==> config.mk <==
export PLATFORM = sky130hd
export DESIGN_NAME = seg_scan_ctrl
export DESIGN_NICKNAME = d
export VERILOG_FILES = /design/src/rtl/seg_scan_ctrl.sv
export SDC_FILE = /design/constraint.sdc
export NUM_CORES = 1
export LEC_CHECK = 0
export CAP_MARGIN = 10
export CORE_AREA = 2 2 140 101
export DETAILED_ROUTE_END_ITERATION = 10
export DIE_AREA = 0 0 142 103
export HOLD_SLACK_MARGIN = 0.12
export SLEW_MARGIN = 40
export SYNTH_ARGS = -nofsm -noshare
export SYNTH_HDL_FRONTEND = slang
export SYNTH_SLANG_ARGS = --single-unit
==> constraint.sdc <==
create_clock -name clk_in -period 6.29 [get_ports clk_in]
set_clock_uncertainty 0.1 [all_clocks]
set_input_delay 1.258 -clock clk_in [delete_from_list [all_inputs] [get_ports clk_in]]
set_output_delay 1.258 -clock clk_in [all_outputs]
set_load 0.05 [all_outputs]
==> src/rtl/seg_scan_ctrl.sv <==
// Multiplexed common-anode 7-segment scan controller with frame-synchronous
// double buffering, leading-zero suppression, per-digit DP/blank and PWM dimming.
module seg_scan_ctrl #(
  parameter int DIGITS   = 4,
  parameter int CLK_DIV  = 10000,
  parameter int BRIGHT_W = 3
) (
  input  logic                  clk_in,
  input  logic                  rst,
  input  logic [4*DIGITS-1:0]   digits_in,
  input  logic [DIGITS-1:0]     dp_in,
  input  logic [DIGITS-1:0]     blank_in,
  input  logic                  lz_en,
  input  logic [BRIGHT_W-1:0]   bright,
  input  logic                  load,
  output logic [DIGITS-1:0]     an,
  output logic [7:0]            cat,
  output logic                  frame_done
);

  localparam int IDX_W = (DIGITS > 1) ? $clog2(DIGITS) : 1;
  localparam int PRE_W = (CLK_DIV > 1) ? $clog2(CLK_DIV) : 1;
  localparam logic [PRE_W-1:0] PRE_MAX = PRE_W'(CLK_DIV - 1);
  localparam logic [IDX_W-1:0] IDX_MAX = IDX_W'(DIGITS - 1);

  // Active-low segment pattern g..a for one hex nibble.
  function automatic logic [6:0] seg_decode(input logic [3:0] nib);
    logic [6:0] seg;
    case (nib)
      4'h0: seg = 7'h40;
      4'h1: seg = 7'h79;
      4'h2: seg = 7'h24;
      4'h3: seg = 7'h30;
      4'h4: seg = 7'h19;
      4'h5: seg = 7'h12;
      4'h6: seg = 7'h02;
      4'h7: seg = 7'h78;
      4'h8: seg = 7'h00;
      4'h9: seg = 7'h10;
      4'hA: seg = 7'h08;
      4'hB: seg = 7'h03;
      4'hC: seg = 7'h46;
      4'hD: seg = 7'h21;
      4'hE: seg = 7'h06;
      default: seg = 7'h0E;
    endcase
    return seg;
  endfunction

  logic [PRE_W-1:0]    pre_q, pre_d;
  logic [IDX_W-1:0]    idx_q, idx_d;
  logic [BRIGHT_W-1:0] pwm_q;
  logic [4*DIGITS-1:0] act_dig_q, pend_dig_q;
  logic [DIGITS-1:0]   act_dp_q, pend_dp_q;
  logic [DIGITS-1:0]   act_blank_q, pend_blank_q;
  logic                pend_v_q, pend_v_d;
  logic [DIGITS-1:0]   an_q, an_d;
  logic [7:0]          cat_q, cat_d;
  logic                frame_done_q;

  logic                tick;
  logic                wrap;
  logic [DIGITS-1:0]   lead_run;
  logic                dark;

  assign tick = (pre_q == PRE_MAX);
  assign wrap = tick && (idx_q == IDX_MAX);

  always_comb begin
    pre_d    = tick ? '0 : pre_q + 1'b1;
    idx_d    = idx_q;
    if (tick) idx_d = (idx_q == IDX_MAX) ? '0 : idx_q + 1'b1;
    pend_v_d = load ? 1'b1 : (wrap ? 1'b0 : pend_v_q);
  end

  // A digit belongs to the leading run while it and every digit above it is
  // either blanked or a zero nibble without DP.
  always_comb begin : lead_scan
    logic run;
    // NOTE: in combinational logic, blocking '=' with a default assigned first
    // keeps the block latch-free and lets 'run' carry across loop iterations.
    run      = 1'b1;
    lead_run = '0;
    for (int k = DIGITS - 1; k >= 0; k--) begin
      run = run & (act_blank_q[k] | ((act_dig_q[4*k +: 4] == 4'h0) & ~act_dp_q[k]));
      lead_run[k] = run;
    end
  end

  assign dark = act_blank_q[idx_q] | (lz_en & lead_run[idx_q] & (idx_q != '0));

  always_comb begin
    cat_d = dark ? 8'hFF : {~act_dp_q[idx_q], seg_decode(act_dig_q[4*idx_q +: 4])};
    an_d  = '1;
    // The slot boundary cycle keeps all anodes off so the old cathodes never ghost.
    if (!tick && (pwm_q <= bright)) an_d = ~(DIGITS'(1) << idx_q);
  end

  // NOTE: sequential state uses non-blocking '<=' so every register samples
  // pre-edge values regardless of statement order.
  always_ff @(posedge clk_in or posedge rst) begin
    if (rst) begin
      pre_q        <= '0;
      idx_q        <= '0;
      pwm_q        <= '0;
      act_dig_q    <= '0;
      act_dp_q     <= '0;
      act_blank_q  <= '0;
      pend_dig_q   <= '0;
      pend_dp_q    <= '0;
      pend_blank_q <= '0;
      pend_v_q     <= 1'b0;
      an_q         <= '1;
      cat_q        <= 8'hFF;
      frame_done_q <= 1'b0;
    end else begin
      pre_q        <= pre_d;
      idx_q        <= idx_d;
      pwm_q        <= pwm_q + 1'b1;
      pend_v_q     <= pend_v_d;
      an_q         <= an_d;
      cat_q        <= cat_d;
      frame_done_q <= wrap;
      if (load) begin
        pend_dig_q   <= digits_in;
        pend_dp_q    <= dp_in;
        pend_blank_q <= blank_in;
      end
      if (wrap && pend_v_q) begin
        act_dig_q   <= pend_dig_q;
        act_dp_q    <= pend_dp_q;
        act_blank_q <= pend_blank_q;
      end
    end
  end

  assign an         = an_q;
  assign cat        = cat_q;
  assign frame_done = frame_done_q;

endmodule
==> results_dict.tcl <==
set metrics [dict create \
    outcome "completed" \
    grt_pass1_vias 2270 \
    r2r_start "idx_q[0]" \
    gp_congestion 0.771 \
    final.period_utilization_pct 48.0 \
    intPower_w 0.000958 \
    cp.arrival_ps 1660 \
    syn-num-nets 326 \
    yosys_warnings 0 \
    synth_cells 280 \
    cts_buffers 9 \
    switching_share_pct 19.9 \
    initial_core_util_pct 27.9 \
    vias 2269 \
    mostFrequentLayoutCell "dfrtp_1" \
    reg2reg_slack_ps 3780 \
    r2r_cells 7 \
    postRouteAntennaNets 0 \
    yosysUniqueCellTypes 40 \
    wire_per_inst_um 14.7 \
    die_area_mm2 0.0146 \
    worst_ep_required_time_ps 4930 \
    final_cell_mix "dfrtp_1 (69), clkdlybuf4s50_1 (42), mux2_2 (29)" \
    yosys_most_used_dff "dfrtp_1" \
    root_buffer "clkbuf_16" \
    cts.sinks 81 \
    power_density_mw_per_mm2 254 \
    ctsHoldBuffers 0 \
    start_kind "flop" \
    critPathMaxFanout 1 \
    core_area_mm2 0.0135 \
    ir_worst_vdd_v 0.000143 \
    yosys_register_bits 81 \
    relSlewSlack_pct 48.9 \
    fillCellCount 1278 \
    hold_class "reg2reg" \
    hpwl_um 5180 \
    rsz0062_at_grt "false" \
    cts_resized 0 \
    fmax_mhz 331 \
    maxCapViolCount 0 \
    worst-path-buf-inv 1 \
    hold_end "pwm_q[0]" \
    cts_setup_buffers 0 \
    path_clk_slew_ps 60 \
    period_needed_ps 3020 \
    min_from "pwm_q[0]" \
    finalSetupViolCount 0 \
    route.detailed.drc 0 \
    drive_above_1_share_pct 27.1 \
    syn2layout_area_growth_pct 25.2 \
    slowest_delay_ps 810 \
    tightest_slew_ps 762 \
    dieHeight_um 103 \
    rows 36 \
    clockBufferDepth 2 \
    first_iter_violations 113 \
    path_class "reg2out" \
    stdcell_count 503 \
    vias_per_cell 4.51 \
    min_path_cells 1 \
    reg2reg_to "cat[3]" \
    setup_tns_ps 0 \
    finalNetCount 373 \
    n_antenna_cell 0 \
    slowest_stage "clkdlybuf4s50_1" \
    grt_overflow_total 0 \
    slew_viol_final 0 \
    port_buffers 43 \
    grt_max_degree 82 \
    clock_latency_ps 340 \
    power_frac_comb_pct 4.7 \
    synth_area_mm2 0.00376 \
    dr.pass1.iters 4 \
    tritoncts "built" \
    cp_cell_sequence "clkdlybuf4s50_1" \
    antenna_found_initial 0 \
    seq_area_frac_synth_pct 54.3 \
    cts_max_level 3 \
    chipWidth_um 142 \
    seq_power_share_pct 45.7 \
    crit_family "buffers and inverters" \
    leakagePower_nw 2.05 \
    grt_pass1_wl_um 12100 \
    grt_usage_pct 10.8 \
    synth-edff-count 0 \
    async_reset_ff_share_pct 100 \
    num_io_pins 44 \
    drt_wl_total_um 7400 \
    crit_path_end_kind "primary output" \
    clkPwrFrac_pct 49.5 \
    syn_area_per_cell_um2 13.4 \
    dp.cells 486 \
    hold_viol 0 \
    p_sw_w 0.000237 \
]
==> worst reg2reg max path, cell delays in order, from the launching register on <==
cell	delay, ps
dfrtp_1	770
mux4_2	690
inv_1	170
ha_1	250
nor2_1	110
nor2_1	60
a22o_1	220
nand2_1	70
==> per-layer routing <==
layer	track usage [%]	wire, um	vias up
met1	16.2	4000	1126
met2	14.2	2970	47
met3	3.67	315	11
li1	-	-	1085
met4	3.92	122	0
met5	0	0	-
==> cell usage after synthesis (6+ instances only) <==
master | n | share of area (%)
ha_1 | 15 | 5.0
mux2_2 | 29 | 8.7
nor2_1 | 17 | 1.7
nand3_1 | 6 | 0.80
dfrtp_1 | 69 | 46
xnor2_1 | 7 | 1.6
nand2_1 | 18 | 1.8
xor2_1 | 6 | 1.4
inv_1 | 12 | 1.2
clkbuf_1 | 6 | 0.60
mux2_4 | 20 | 8.0
dfstp_2 | 12 | 8.4
==> power groups by stage <==
stage | clock network (W) | registers, W | logic [W]
after floorplan | 0 | 0.000553 | 0.0000286
after global placement | 0 | 0.000555 | 0.0000542
after detailed placement | 0 | 0.000556 | 0.0000557
after CTS | 0.000605 | 0.000547 | 0.0000560
after global routing | 0.000627 | 0.000549 | 0.0000628
final | 0.000592 | 0.000547 | 0.0000564
==> state kept, by name (all words and copies together), names as in the netlist <==
| register | flops |
|---|---|
| pend_dp_q | 4 |
| act_blank_q | 4 |
| idx_q | 2 |
| pend_dig_q | 16 |
| pend_blank_q | 4 |
| act_dig_q | 16 |
| pend_v_q | 1 |
| an | 4 |
| cat | 8 |
| pwm_q | 3 |
| frame_done | 1 |
| act_dp_q | 4 |
| pre_q | 14 |
==> kinds of logic (layout without fill, tap and decap cells) <==
kind of cell,after synthesis,after routing,synth area share (%)
flip-flops,81,81,54.3
XOR/XNOR,13,13,3.03
AND/OR/NAND/NOR,68,68,9.54
AO/OA/AOI/OAI,21,21,3.79
multiplexers,59,59,21.0
adder cells (fa/ha/maj),15,15,4.99
buffers and inverters,23,75,3.39
==> how the worst max path moves through the flow <==
stage | startpoint | to | slack (ps) | depth (start not counted)
2_1_floorplan | rst | act_blank_q[0] | 2870 | 1
3_3_place_gp | load | pend_dp_q[2] | 3130 | 2
3_5_place_dp | bright[1] | an[3] | 3200 | 8
4_1_cts | an[0] | an[0] | 3250 | 1
5_1_grt | cat[0] | cat[0] | 3230 | 1
6_report | an[3] | an[3] | 3270 | 1
==> through the flow <==
| step | power, W | hold slack [ps] | setup WS [ps] | utilization [%] | cell area, um^2 |
|---|---|---|---|---|---|
| 6_report | 0.00120 | 358 | 3270 | 35.0 | 4710 |
| 5_1_grt | 0.00124 | 385 | 3230 | 35.0 | 4710 |
| 4_1_cts | 0.00121 | 368 | 3250 | 34.8 | 4680 |
| 3_5_place_dp | 0.000612 | 360 | 3200 | 32.3 | 4350 |
| 3_3_place_gp | 0.000610 | 337 | 3130 | 32.3 | 4350 |
| 2_1_floorplan | 0.000581 | 318 | 2870 | - | 3760 |
==> layout make-up <==
type                            count  area, um^2  area share, %
Inverter                           12        45.0          0.956
Multi-Input combinational cell    176        1590           33.8
Timing Repair Buffer               47         479           10.2
Clock buffer                       10         229           4.86
Tap cell                          171         214           4.54
Sequential cell                    81        2040           43.4
Clock inverter                      6         108           2.28
No activity file was read; power rests on OpenSTA's default activity.
